### src/rtl/laser_packet_tx.sv
// Laser-link serial transmitter: sends a PKT_LENGTH-bit packet as UART-framed words, MSB word first, LSB bit first.
// Optional even-parity bit per word when the PARITY_EN macro is defined.
module laser_packet_tx #(
   parameter int CLK_PER_BIT = 54166,
   parameter int PKT_LENGTH  = 288,
   parameter int WORD_BITS   = 8,
   parameter int STOP_BITS   = 1
) (
   input  logic                  clk,
   input  logic                  rst,
   input  logic [PKT_LENGTH-1:0] data,
   input  logic                  new_data,
   input  logic                  abort,
   output logic                  tx,
   output logic                  busy,
   output logic                  ready,
   output logic                  done,
   output logic                  overrun
);

   localparam int NUM_WORDS = PKT_LENGTH / WORD_BITS;
   localparam int CNT_W     = (CLK_PER_BIT > 1) ? $clog2(CLK_PER_BIT) : 1;
   localparam int BIT_W     = $clog2(WORD_BITS + 1);
   localparam int WIDX_W    = (NUM_WORDS > 1) ? $clog2(NUM_WORDS) : 1;

   typedef enum logic [2:0] {
      S_IDLE,
      S_LOAD,
      S_START,
      S_DATA,
`ifdef PARITY_EN
      S_PARITY,
`endif
      S_STOP
   } state_t;

   state_t                state_q, state_d;
   logic [CNT_W-1:0]      cnt_q, cnt_d;
   logic [BIT_W-1:0]      bit_q, bit_d;
   logic [WIDX_W-1:0]     widx_q, widx_d;
   logic [PKT_LENGTH-1:0] shift_q, shift_d;
   logic [WORD_BITS-1:0]  word_q, word_d;
   logic [PKT_LENGTH-1:0] pend_q, pend_d;
   logic                  pvld_q, pvld_d;
   logic                  tx_q, tx_d;
   logic                  busy_q, busy_d;
   logic                  ready_q, ready_d;
   logic                  done_q, done_d;
   logic                  ovr_q, ovr_d;
   logic                  bit_end;

   always_ff @(posedge clk or posedge rst) begin
      if (rst) begin
         state_q <= S_IDLE;
         cnt_q   <= '0;
         bit_q   <= '0;
         widx_q  <= '0;
         shift_q <= '0;
         word_q  <= '0;
         pend_q  <= '0;
         pvld_q  <= 1'b0;
         tx_q    <= 1'b1;
         busy_q  <= 1'b0;
         ready_q <= 1'b1;
         done_q  <= 1'b0;
         ovr_q   <= 1'b0;
      end else begin
         state_q <= state_d;
         cnt_q   <= cnt_d;
         bit_q   <= bit_d;
         widx_q  <= widx_d;
         shift_q <= shift_d;
         word_q  <= word_d;
         pend_q  <= pend_d;
         pvld_q  <= pvld_d;
         tx_q    <= tx_d;
         busy_q  <= busy_d;
         ready_q <= ready_d;
         done_q  <= done_d;
         ovr_q   <= ovr_d;
      end
   end

   always_comb begin
      state_d = state_q;
      cnt_d   = cnt_q;
      bit_d   = bit_q;
      widx_d  = widx_q;
      shift_d = shift_q;
      word_d  = word_q;
      pend_d  = pend_q;
      pvld_d  = pvld_q;
      tx_d    = tx_q;
      busy_d  = busy_q;
      ready_d = ready_q;
      done_d  = 1'b0;
      ovr_d   = ovr_q;
      bit_end = (cnt_q == CNT_W'(CLK_PER_BIT - 1));

      // tx_d always carries the level of the bit that starts at the next edge
      unique case (state_q)
         S_IDLE: begin
            tx_d = 1'b1;
            if (pvld_q) begin
               state_d = S_LOAD;
               busy_d  = 1'b1;
            end
         end
         S_LOAD: begin
            shift_d = pend_q;
            word_d  = pend_q[PKT_LENGTH-1 -: WORD_BITS];
            pvld_d  = 1'b0;
            ready_d = 1'b1;
            busy_d  = 1'b1;
            widx_d  = '0;
            cnt_d   = '0;
            bit_d   = '0;
            tx_d    = 1'b0;
            state_d = S_START;
         end
         S_START: begin
            if (bit_end) begin
               cnt_d   = '0;
               bit_d   = '0;
               tx_d    = word_q[0];
               state_d = S_DATA;
            end else begin
               cnt_d = cnt_q + CNT_W'(1);
            end
         end
         S_DATA: begin
            if (bit_end) begin
               cnt_d = '0;
               if (bit_q == BIT_W'(WORD_BITS - 1)) begin
                  bit_d   = '0;
`ifdef PARITY_EN
                  tx_d    = ^shift_q[PKT_LENGTH-1 -: WORD_BITS];
                  state_d = S_PARITY;
`else
                  tx_d    = 1'b1;
                  state_d = S_STOP;
`endif
               end else begin
                  bit_d  = bit_q + BIT_W'(1);
                  word_d = word_q >> 1;
                  tx_d   = word_d[0];
               end
            end else begin
               cnt_d = cnt_q + CNT_W'(1);
            end
         end
`ifdef PARITY_EN
         S_PARITY: begin
            if (bit_end) begin
               cnt_d   = '0;
               bit_d   = '0;
               tx_d    = 1'b1;
               state_d = S_STOP;
            end else begin
               cnt_d = cnt_q + CNT_W'(1);
            end
         end
`endif
         S_STOP: begin
            if (bit_end) begin
               cnt_d = '0;
               if (bit_q == BIT_W'(STOP_BITS - 1)) begin
                  bit_d = '0;
                  if (widx_q != WIDX_W'(NUM_WORDS - 1)) begin
                     widx_d  = widx_q + WIDX_W'(1);
                     shift_d = shift_q << WORD_BITS;
                     word_d  = shift_d[PKT_LENGTH-1 -: WORD_BITS];
                     tx_d    = 1'b0;
                     state_d = S_START;
                  end else begin
                     done_d  = 1'b1;
                     busy_d  = 1'b0;
                     tx_d    = 1'b1;
                     state_d = S_IDLE;
                  end
               end else begin
                  bit_d = bit_q + BIT_W'(1);
               end
            end else begin
               cnt_d = cnt_q + CNT_W'(1);
            end
         end
         default: state_d = S_IDLE;
      endcase

      // LOAD frees the pending slot this cycle, so a request landing on LOAD is taken
      if (new_data) begin
         if (ready_q || state_q == S_LOAD) begin
            pend_d  = data;
            pvld_d  = 1'b1;
            ready_d = 1'b0;
         end else begin
            ovr_d = 1'b1;
         end
      end

      if (abort) begin
         state_d = S_IDLE;
         cnt_d   = '0;
         bit_d   = '0;
         widx_d  = '0;
         pvld_d  = 1'b0;
         tx_d    = 1'b1;
         busy_d  = 1'b0;
         ready_d = 1'b1;
         done_d  = 1'b0;
         ovr_d   = ovr_q;
      end
   end

   assign tx      = tx_q;
   assign busy    = busy_q;
   assign ready   = ready_q;
   assign done    = done_q;
   assign overrun = ovr_q;

endmodule

### config.mk
export PLATFORM = sky130hd
export DESIGN_NAME = laser_packet_tx
export DESIGN_NICKNAME = d
export VERILOG_FILES = /design/src/rtl/laser_packet_tx.sv
export SDC_FILE = /design/constraint.sdc
export NUM_CORES = 1
export LEC_CHECK = 0
export CAP_MARGIN = 20
export CORE_MARGIN = 2
export CORE_UTILIZATION = 55
export DETAILED_ROUTE_END_ITERATION = 10
export GPL_TIMING_DRIVEN = 0
export PLACE_DENSITY = 0.79
export SLEW_MARGIN = 20
export SYNTH_ARGS = -nofsm -noshare
export SYNTH_HDL_FRONTEND = slang
export SYNTH_SLANG_ARGS = --single-unit
### constraint.sdc
create_clock -name clk -period 50.3 [get_ports clk]
set_input_delay 10.06 -clock clk [delete_from_list [all_inputs] [get_ports clk]]
set_output_delay 10.06 -clock clk [all_outputs]
set_load 0.01 [all_outputs]
==> results.sh, run 1 <==
export IMPL_clkTransAtPathRegs_ps=60
export IMPL_p_per_area_nw_per_um2=57.6
export IMPL_endpoint_kind="register"
export IMPL_start_kind="input pin"
export IMPL_pin_count=297
export IMPL_routedWlPerCell_um=20.9
export IMPL_top_usage_layer="met2"
export IMPL_syn_area_um2=25100
export IMPL_antenna_found_initial=3
export IMPL_drtIter0Drc=1264
export IMPL_hold_depth=2
export IMPL_vias=16912
export IMPL_synthArstFlopShare_pct=100
export IMPL_grt_max_degree=115
export IMPL_relSlewSlack_pct=32.4
export IMPL_fin_crit_sh_pct=24.7
export IMPL_layout_nets=2516
export IMPL_routabilityCongestion=0.856
export IMPL_grt_setup_unrepaired="false"
export IMPL_setup_viol=0
export IMPL_cp_cell_sequence="clkdlybuf4s50_1 > o21ai_0 > clkbuf_1 > clkbuf_1 > clkbuf_1 > mux2_2"
export IMPL_wl_mm=59.8
export IMPL_status="finished clean"
export IMPL_grt_pass1_wl_mm=96.0
export IMPL_rows=78
export IMPL_final_max_slew_violation_count=0
export IMPL_finalPower_uw=1790
export IMPL_drive_gt1_share_pct=20.4
export IMPL_viasPerCell=5.90
export IMPL_maxCapViolations=0
export IMPL_syn_area_per_cell_um2=13.5
export IMPL_grt_overflow=0
export IMPL_synthCells=1855
export IMPL_hold_class="register to register"
export IMPL_hold_viol=0
export IMPL_ys_seq_elements=611
export IMPL_ys_flop_type="dfrtp_1"
export IMPL_rr_worst_depth=7
export IMPL_seq_area_frac_synth_pct=60.9
export IMPL_drc_errors=0
export IMPL_die_area_um2=47400
export IMPL_worst_ep_arrival_time_ps=12900
export IMPL_cpMostUsedCell="clkbuf_1"
export IMPL_grtUsageMet2_pct=43.3
export IMPL_crit_type="input pin to register"
export IMPL_worstPathRequired_ps=50790
export IMPL_cp_slowest_cell="clkbuf_1"
export IMPL_first_global_vias=17891
export IMPL_ys_types=56
export IMPL_clock_latency_ps=610
export IMPL_postRouteAntennaNets=0
export IMPL_start_util_pct=55.5
export IMPL_cp_slowest_stage_delay_ps=640
export IMPL_post_cts_buffers=0
export IMPL_dr_pass1_iters=5
export IMPL_min_period_ps=12410
export IMPL_ctsHoldBuffers=0
export IMPL_cts_buffer_depth=3
export IMPL_cts_resized_gates=0
export IMPL_maxClockFrequency_ghz=0.0806
export IMPL_skew_ps=13.2
export IMPL_root_buffer="clkbuf_16"
export IMPL_die_w_um=218
export IMPL_cts_made_buffers=60
export IMPL_p_leak_uw=0.0122
export IMPL_area_growth_pct=23.7
export IMPL_cts_tree="done"
export IMPL_core_um2=45300
export IMPL_die_h_um=218
export IMPL_fin_setup_tns_ps=0
export IMPL_port_buffers=296
export IMPL_worstMarginPinSlew_ps=1010
export IMPL_track_usage_pct=25.6
export IMPL_met1_usage_pct=34.6
export IMPL_synth_edf_count=0
export IMPL_ir_drop_mv=0.0381
export IMPL_yosysWarnings=0
export IMPL_syn_num_nets=2152
export IMPL_met3_usage_pct=3.91
export IMPL_cp_max_fo=10
export IMPL_place_hpwl_mm=42.0
export IMPL_cts_num_sinks=611
export IMPL_cts_max_level=2
-- per-stage QoR --
step / cells / setup slack [ps] / utilization (%) / cell area (um^2) / hold WS, ps
6_report: 2868 / 37890 / 68.6 / 31100 / 465
5_1_grt: 2867 / 37790 / 68.6 / 31100 / 497
4_1_cts: 2865 / 37740 / 68.6 / 31100 / 461
3_5_place_dp: 2757 / 37100 / 64.1 / 29000 / 448
3_3_place_gp: 2751 / 17510 / 63.7 / 28800 / 446
2_1_floorplan: 1855 / 23140 / - / 25100 / 433
-- worst paths after layout --
path / from / to / slack [ps]
min in group asynchronous: rst / pend_q[14] / 9890
worst min-delay path: pend_q[1] / shift_q[1] / 460
worst max register to register: state_q[0] / pend_q[273] / 46920
max in group asynchronous: rst / shift_q[111] / 38890
worst max-delay path: new_data / pend_q[273] / 37890
worst min register to register: pend_q[1] / shift_q[1] / 460
-- cell type report --
| cell class | instances | area (um^2) |
|---|---|---|
| timing repair buffer | 302 | 3130 |
| antenna | 3 | 7.51 |
| inverter | 15 | 63.8 |
| clock inverter | 21 | 287 |
| tap | 600 | 751 |
| buffer | 140 | 606 |
| clock buffer | 87 | 1760 |
| fill | 3170 | 14200 |
| sequential | 611 | 15300 |
| multi-input combinational | 1089 | 9170 |
-- report_power, final --
part | internal, uW | switching (uW)
Combinational | 284 | 246
Clock | 278 | 187
Sequential | 676 | 120
Total | 1240 | 552
-- critical path, delay by kind of cell --
kind,cells,cell delay [ps]
compound gates,1,90
buf+inv,4,2330
mux,1,410
-- cell usage after synthesis, drive strengths merged (2+ instances only) --
cell	count	area share, %
ha	5	0.25
or4	5	0.19
nand2b	4	0.10
nor4	3	0.10
clkbuf	69	1.0
buf	71	1.4
o22ai	12	0.30
nor2	24	0.36
nor3	10	0.22
a21o	2	0.060
or4bb	2	0.090
inv	15	0.22
dfrtp	609	61
mux2i	4	0.16
dfstp	2	0.21
nand2	48	0.72
o21bai	3	0.090
a21boi	2	0.060
nand3	27	0.54
nand4	3	0.075
a211oi	2	0.060
o21a	273	8.2
a31oi	2	0.050
a21oi	24	0.48
or3	4	0.10
a22o	3	0.10
a211o	2	0.070
o22a	272	9.5
nand3b	2	0.060
mux2	297	13
or3b	2	0.070
o21ai	34	0.68
o211ai	3	0.090
-- placed cells by master (no fill, tap or decap), types with 4 or more instances in the layout --
| cell type | n |
|---|---|
| clkinv_2 | 12 |
| o21ai_0 | 33 |
| nor2_1 | 24 |
| mux2i_1 | 4 |
| o21a_1 | 273 |
| clkbuf_8 | 14 |
| nand3_1 | 27 |
| or3_1 | 4 |
| mux2_2 | 289 |
| nor3_1 | 9 |
| clkdlybuf4s50_1 | 296 |
| inv_1 | 14 |
| bufinv_16 | 7 |
| a21oi_1 | 24 |
| o22a_1 | 272 |
| dfrtp_1 | 609 |
| nand2_1 | 48 |
| mux2_1 | 8 |
| clkbuf_16 | 61 |
| nand2b_1 | 4 |
| o22ai_1 | 12 |
| clkbuf_1 | 81 |
| buf_1 | 12 |
| buf_2 | 58 |
| buf_16 | 6 |
| ha_1 | 5 |
-- state kept, by name (all words and copies together) (netlist names) --
register and cells:
bit_q 4, busy 1, cnt_q 16, done 1
overrun 1, pend_q 288, pvld_q 1, ready 1
shift_q 280, state_q 3, tx 1, widx_q 6
word_q 8
-- metal layers --
metal	routed length [um]	up-vias
met5	0	-
met2	30100	467
li1	-	7620
met1	25600	8719
met3	2730	106
met4	1360	0
-- logic make-up after synthesis --
group / count (synthesis) / synth area share [%]
flip-flops: 611 / 60.9
multiplexers: 301 / 13.5
XOR/XNOR: 1 / 0.0349
buffers and inverters: 155 / 2.63
AND/OR/NAND/NOR: 140 / 2.80
adder cells (fa/ha/maj): 5 / 0.249
AO/OA/AOI/OAI: 642 / 20.0
Power figures use the tool's default switching activity.
==> run 2, diff against run 1 <==
==> constraint.sdc (replaced) <==
create_clock -name clk -period 11.6 [get_ports clk]
set_input_delay 2.32 -clock clk [delete_from_list [all_inputs] [get_ports clk]]
set_output_delay 2.32 -clock clk [all_outputs]
set_load 0.01 [all_outputs]
==> results.sh, run 2 (synthesis gave the netlist of run 1 again) <==
export IMPL_reg_largest_list="pend_q: 288 flops, shift_q: 280 flops, cnt_q: 16 flops"
export IMPL_mostFrequentLayoutCell="dfrtp_1"
export IMPL_antenna_found_initial=3
export IMPL_grt_setup_unrepaired="false"
export IMPL_fin_cells=2886
export IMPL_status="finished clean"
export IMPL_p_leak_uw=0.0123
export IMPL_pin_count=297
export IMPL_final_max_slew_violation_count=0
export IMPL_routedWlPerCell_um=20.9
export IMPL_worst_ep_arrival_time_ps=5190
export IMPL_place_hpwl_mm=43.4
export IMPL_die_h_um=218
export IMPL_drtIter0Drc=1166
export IMPL_worstMarginPinSlew_ps=966
export IMPL_cp_slowest_stage_delay_ps=650
export IMPL_postRouteAntennaNets=0
export IMPL_largest_register_ffs=288
export IMPL_p_comb_share_pct=30.0
export IMPL_crit_family="buffers and inverters"
export IMPL_cts_buffer_depth=3
export IMPL_cts_max_level=2
export IMPL_routabilityCongestion=0.858
export IMPL_p_per_area_nw_per_um2=246
export IMPL_ir_drop_mv=0.147
export IMPL_track_usage_pct=26.0
export IMPL_cts_made_buffers=61
export IMPL_rows=78
export IMPL_switching_share_pct=31.0
export IMPL_timing_rr_start="state_q[1]"
export IMPL_first_global_vias=18338
export IMPL_seqPwrFrac_pct=44.8
export IMPL_maxClockFrequency_ghz=0.212
export IMPL_clkPwrFrac_pct=25.2
export IMPL_relSlewSlack_pct=35.0
export IMPL_cts_resized_gates=0
export IMPL_dr_pass1_iters=5
export IMPL_setup_viol=0
export IMPL_port_buffers=296
export IMPL_intPower_uw=5300
export IMPL_hold_depth=2
export IMPL_post_cts_buffers=0
export IMPL_dp_cells=2771
export IMPL_min_period_ps=4710
export IMPL_hold_class="register to register"
export IMPL_power_switching_uw=2390
export IMPL_rr_worst_depth=8
export IMPL_viasPerCell=5.89
export IMPL_crit_type="input pin to register"
export IMPL_start_util_pct=55.5
export IMPL_drc_errors=0
export IMPL_hold_viol=0
export IMPL_hold_ws_ps=463
export IMPL_hold_path_end="shift_q[0]"
export IMPL_cts_num_sinks=611
export IMPL_min_from="pend_q[0]"
export IMPL_grt_overflow=0
export IMPL_clock_latency_ps=610
export IMPL_die_w_um=218
export IMPL_die_area_um2=47400
export IMPL_cp_slowest_cell="clkbuf_1"
export IMPL_cts_tree="done"
export IMPL_root_buffer="clkbuf_16"
export IMPL_endpoint_kind="register"
export IMPL_rrSetupSlack_ps=8170
export IMPL_cpMostUsedCell="clkbuf_1"
export IMPL_fin_crit_sh_pct=40.6
export IMPL_critical_path_buf_inv_count=4
export IMPL_grt_pass1_wl_mm=97.3
export IMPL_grt_max_degree=37
export IMPL_r2r_end="pend_q[281]"
export IMPL_vias=16998
export IMPL_regMostFlops="pend_q"
export IMPL_clkTransAtPathRegs_ps=60
export IMPL_stdcell_area_um2=31300
export IMPL_skew_ps=19.9
export IMPL_layout_common_cells="dfrtp_1 (609), clkdlybuf4s50_1 (296), mux2_2 (289)"
export IMPL_cp_cell_sequence="clkdlybuf4s50_1 > o21ai_0 > clkbuf_1 > clkbuf_1 > clkbuf_1 > mux2_2"
export IMPL_cp_max_fo=10
export IMPL_ctsHoldBuffers=0
export IMPL_start_kind="input pin"
export IMPL_layout_nets=2531
export IMPL_wl_mm=60.3
export IMPL_maxCapViolations=0
export IMPL_drive_gt1_share_pct=20.9
export IMPL_core_um2=45300
export IMPL_place_area_um2=29300
export IMPL_worstPathRequired_ps=12080
export IMPL_area_growth_pct=24.4
run 2: cell type report:
cell class	instances	area (um^2)
flip-flops and latches	611	15300
multi-input cells	1089	9170
repair buffers	316	3380
inverters	15	60.1
fillers	3151	14000
well taps	600	751
plain buffers	140	606
diodes	3	7.51
clock inverters	18	160
clock buffers	94	1840
run 2: power by group through the flow:
stage	clock, uW	sequential [uW]	combinational [uW]
final	1940	3450	2300
after CTS	1980	3430	2320
after global placement	0	3430	2170
after global routing	2070	3520	2530
after detailed placement	0	3460	2300
after floorplan	0	3260	1760
run 2: routing by layer:
metal  share of wire (%)  global-route usage, %  vias to the layer above  routed length [um]
li1                    -                      -                     7679                   -
met1                  43                   34.4                     8744               25700
met2                  50                   44.4                      466               30200
met3                 4.6                   3.57                      109                2750
met4                 2.7                   8.73                        0                1640
met5                   0                      0                        -                   0
run 2: tightest hold or removal path, cell delays in order (launching register included):
cell and delay [ps]:
dfrtp_1 340, nand2_1 50, nand2_1 50
run 2: worst max-delay path by stage:
stage / slack [ps] / start / depth (start not counted) / endpoint
after floorplan: 940 / rst / 1 / bit_q[0]
after global placement: -2170 / rst / 2 / pend_q[134]
after detailed placement: 6240 / new_data / 6 / pend_q[281]
after CTS: 6790 / new_data / 6 / pend_q[281]
after global routing: 6730 / new_data / 6 / pend_q[286]
final: 6890 / new_data / 6 / pend_q[281]
run 2: metrics by stage:
stage	total power (uW)	TNS [ps]	utilization, %	setup slack [ps]
after global placement	5600	-1288320	63.7	-2170
final	7690	0	69.1	6890
after CTS	7730	0	69.0	6790
after global routing	8130	0	69.0	6730
after detailed placement	5760	0	64.6	6240
after floorplan	5030	0	-	945
==> run 3, diff against run 2 <==
--- a/config.mk
+++ b/config.mk
@@ -7,10 +7,10 @@
 export LEC_CHECK = 0
 export CAP_MARGIN = 20
 export CORE_MARGIN = 2
-export CORE_UTILIZATION = 55
+export CORE_UTILIZATION = 51
 export DETAILED_ROUTE_END_ITERATION = 10
 export GPL_TIMING_DRIVEN = 0
-export PLACE_DENSITY = 0.79
+export PLACE_DENSITY = 0.77
 export SLEW_MARGIN = 20
 export SYNTH_ARGS = -nofsm -noshare
 export SYNTH_HDL_FRONTEND = slang
==> constraint.sdc (replaced) <==
create_clock -name clk -period 4.2 [get_ports clk]
set_input_delay 0.84 -clock clk [delete_from_list [all_inputs] [get_ports clk]]
set_output_delay 0.84 -clock clk [all_outputs]
set_load 0.01 [all_outputs]
==> results.sh, run 3 (synthesis gave the netlist of run 1 again) <==
export IMPL_die_h_um=226
export IMPL_maxClockFrequency_ghz=0.275
export IMPL_multi_input_area_um2=9180
export IMPL_hold_class="register to register"
export IMPL_layout_common_cells="dfrtp_1 (609), clkdlybuf4s50_1 (296), mux2_2 (289)"
export IMPL_port_buffers=296
export IMPL_cp_slowest_stage_delay_ps=800
export IMPL_grt_max_degree=38
export IMPL_drtIter0Drc=1010
export IMPL_relSlewSlack_pct=30.2
export IMPL_cp_cell_sequence="clkbuf_1 > and2_1 > o21ai_0 > clkbuf_1 > clkbuf_1 > clkbuf_1 > mux2_2"
export IMPL_finalPower_uw=21400
export IMPL_cp_slowest_cell="clkbuf_1"
export IMPL_intPower_uw=14800
export IMPL_drive_gt1_share_pct=20.9
export IMPL_worstPathRequired_ps=4650
export IMPL_p_per_area_nw_per_um2=680
export IMPL_routedWlPerCell_um=20.1
export IMPL_clock_latency_ps=580
export IMPL_core_um2=48700
export IMPL_skew_ps=23.6
export IMPL_viasPerCell=5.69
export IMPL_crit_type="register to register"
export IMPL_clkPwrFrac_pct=25.9
export IMPL_ir_drop_mv=0.339
export IMPL_worst_ep_arrival_time_ps=4080
export IMPL_cts_max_level=3
export IMPL_hold_ws_ps=456
export IMPL_die_w_um=226
export IMPL_cts_made_buffers=66
export IMPL_crit_family="buffers and inverters"
export IMPL_fin_crit_sh_pct=86.5
export IMPL_regMostFlops="pend_q"
export IMPL_cp_max_fo=10
export IMPL_grt_pass1_wl_mm=95.5
export IMPL_cts_tree="done"
export IMPL_antenna_found_initial=5
export IMPL_first_global_vias=17880
export IMPL_dp_cells=2835
export IMPL_layout_nets=2536
export IMPL_die_area_um2=51100
export IMPL_vias=16788
export IMPL_root_buffer="clkbuf_16"
export IMPL_sequential_cell_area_um2=15300
export IMPL_n_fill_cell=3569
export IMPL_final_max_slew_violation_count=0
export IMPL_maxCapViolations=0
export IMPL_start_util_pct=51.5
export IMPL_pin_count=297
export IMPL_area_growth_pct=25.1
export IMPL_clkTransAtPathRegs_ps=70
export IMPL_worstMarginPinSlew_ps=1050
export IMPL_place_hpwl_mm=42.6
export IMPL_cts_buffer_depth=3
export IMPL_ctsHoldBuffers=0
export IMPL_post_cts_buffers=0
export IMPL_switching_share_pct=30.9
export IMPL_start_kind="register"
export IMPL_utilization_pct=64.5
export IMPL_largest_register_ffs=288
export IMPL_cts_num_sinks=611
export IMPL_min_period_ps=3630
export IMPL_postRouteAntennaNets=0
export IMPL_status="finished clean"
export IMPL_mostFrequentLayoutCell="dfrtp_1"
export IMPL_p_leak_uw=0.0124
export IMPL_hold_viol=0
export IMPL_grt_overflow=0
export IMPL_drc_errors=0
export IMPL_critical_path_buf_inv_count=4
export IMPL_cts_resized_gates=0
export IMPL_wl_mm=59.4
export IMPL_routabilityCongestion=0.853
export IMPL_reg_largest_list="pend_q: 288 flops, shift_q: 280 flops, cnt_q: 16 flops"
export IMPL_grt_setup_unrepaired="false"
export IMPL_power_switching_uw=6610
export IMPL_seqPwrFrac_pct=44.4
export IMPL_track_usage_pct=23.9
export IMPL_dr_pass1_iters=5
export IMPL_endpoint_kind="register"
export IMPL_p_comb_share_pct=29.7
export IMPL_fin_cells=2952
export IMPL_setup_viol=0
export IMPL_rows=81
export IMPL_cpMostUsedCell="clkbuf_1"
run 3: power groups by stage:
stage	clock (uW)	sequential (uW)	combinational, uW
3_3_place_gp	0	9480	6010
6_report	5540	9480	6340
5_1_grt	5920	9690	6970
2_1_floorplan	0	9020	4870
4_1_cts	5660	9460	6410
3_5_place_dp	0	9540	6350
run 3: final cells by class:
type                       instances  area share [%]
clock buffer                      98            6.12
antenna                            1         0.00796
timing repair buffer             316            10.8
multi-input combinational       1089            29.2
sequential                       611            48.7
inverter                          15           0.191
clock inverter                    18           0.454
tap                              664            2.64
buffer                           140            1.93
run 3: path summary, 6_finish.rpt:
path	start	end	slack, ps	cells after the start
worst min-delay path	pend_q[1]	shift_q[1]	460	2
worst max register to register	state_q[0]	pend_q[1]	570	7
min in group asynchronous	rst	pend_q[16]	660	2
max in group asynchronous	rst	shift_q[126]	2100	7
worst max-delay path	state_q[0]	pend_q[1]	570	7
worst min register to register	pend_q[1]	shift_q[1]	460	2
run 3: per-layer routing:
layer,share of wire [%],GRT usage [%],up-vias
li1,-,-,7694
met2,50,40.3,432
met1,43,31.3,8540
met5,0.069,0,-
met3,4.7,4.57,114
met4,2.6,7.09,8
run 3: through the flow:
step / instance area [um^2] / TNS (ps) / worst slack, ps
after floorplan: 25100 / -3035310 / -4980
after global placement: 28900 / -4906500 / -8090
after detailed placement: 29400 / 0 / 59.2
after CTS: 31400 / 0 / 430
after global routing: 31400 / 0 / 256
final: 31400 / 0 / 567
run 3: worst reg2reg max path, cell delays in order, from the launching register on:
cell and delay, ps:
dfrtp_1 370, clkbuf_1 200, and2_1 240, o21ai_0 150
clkbuf_1 800, clkbuf_1 740, clkbuf_1 590, mux2_2 410
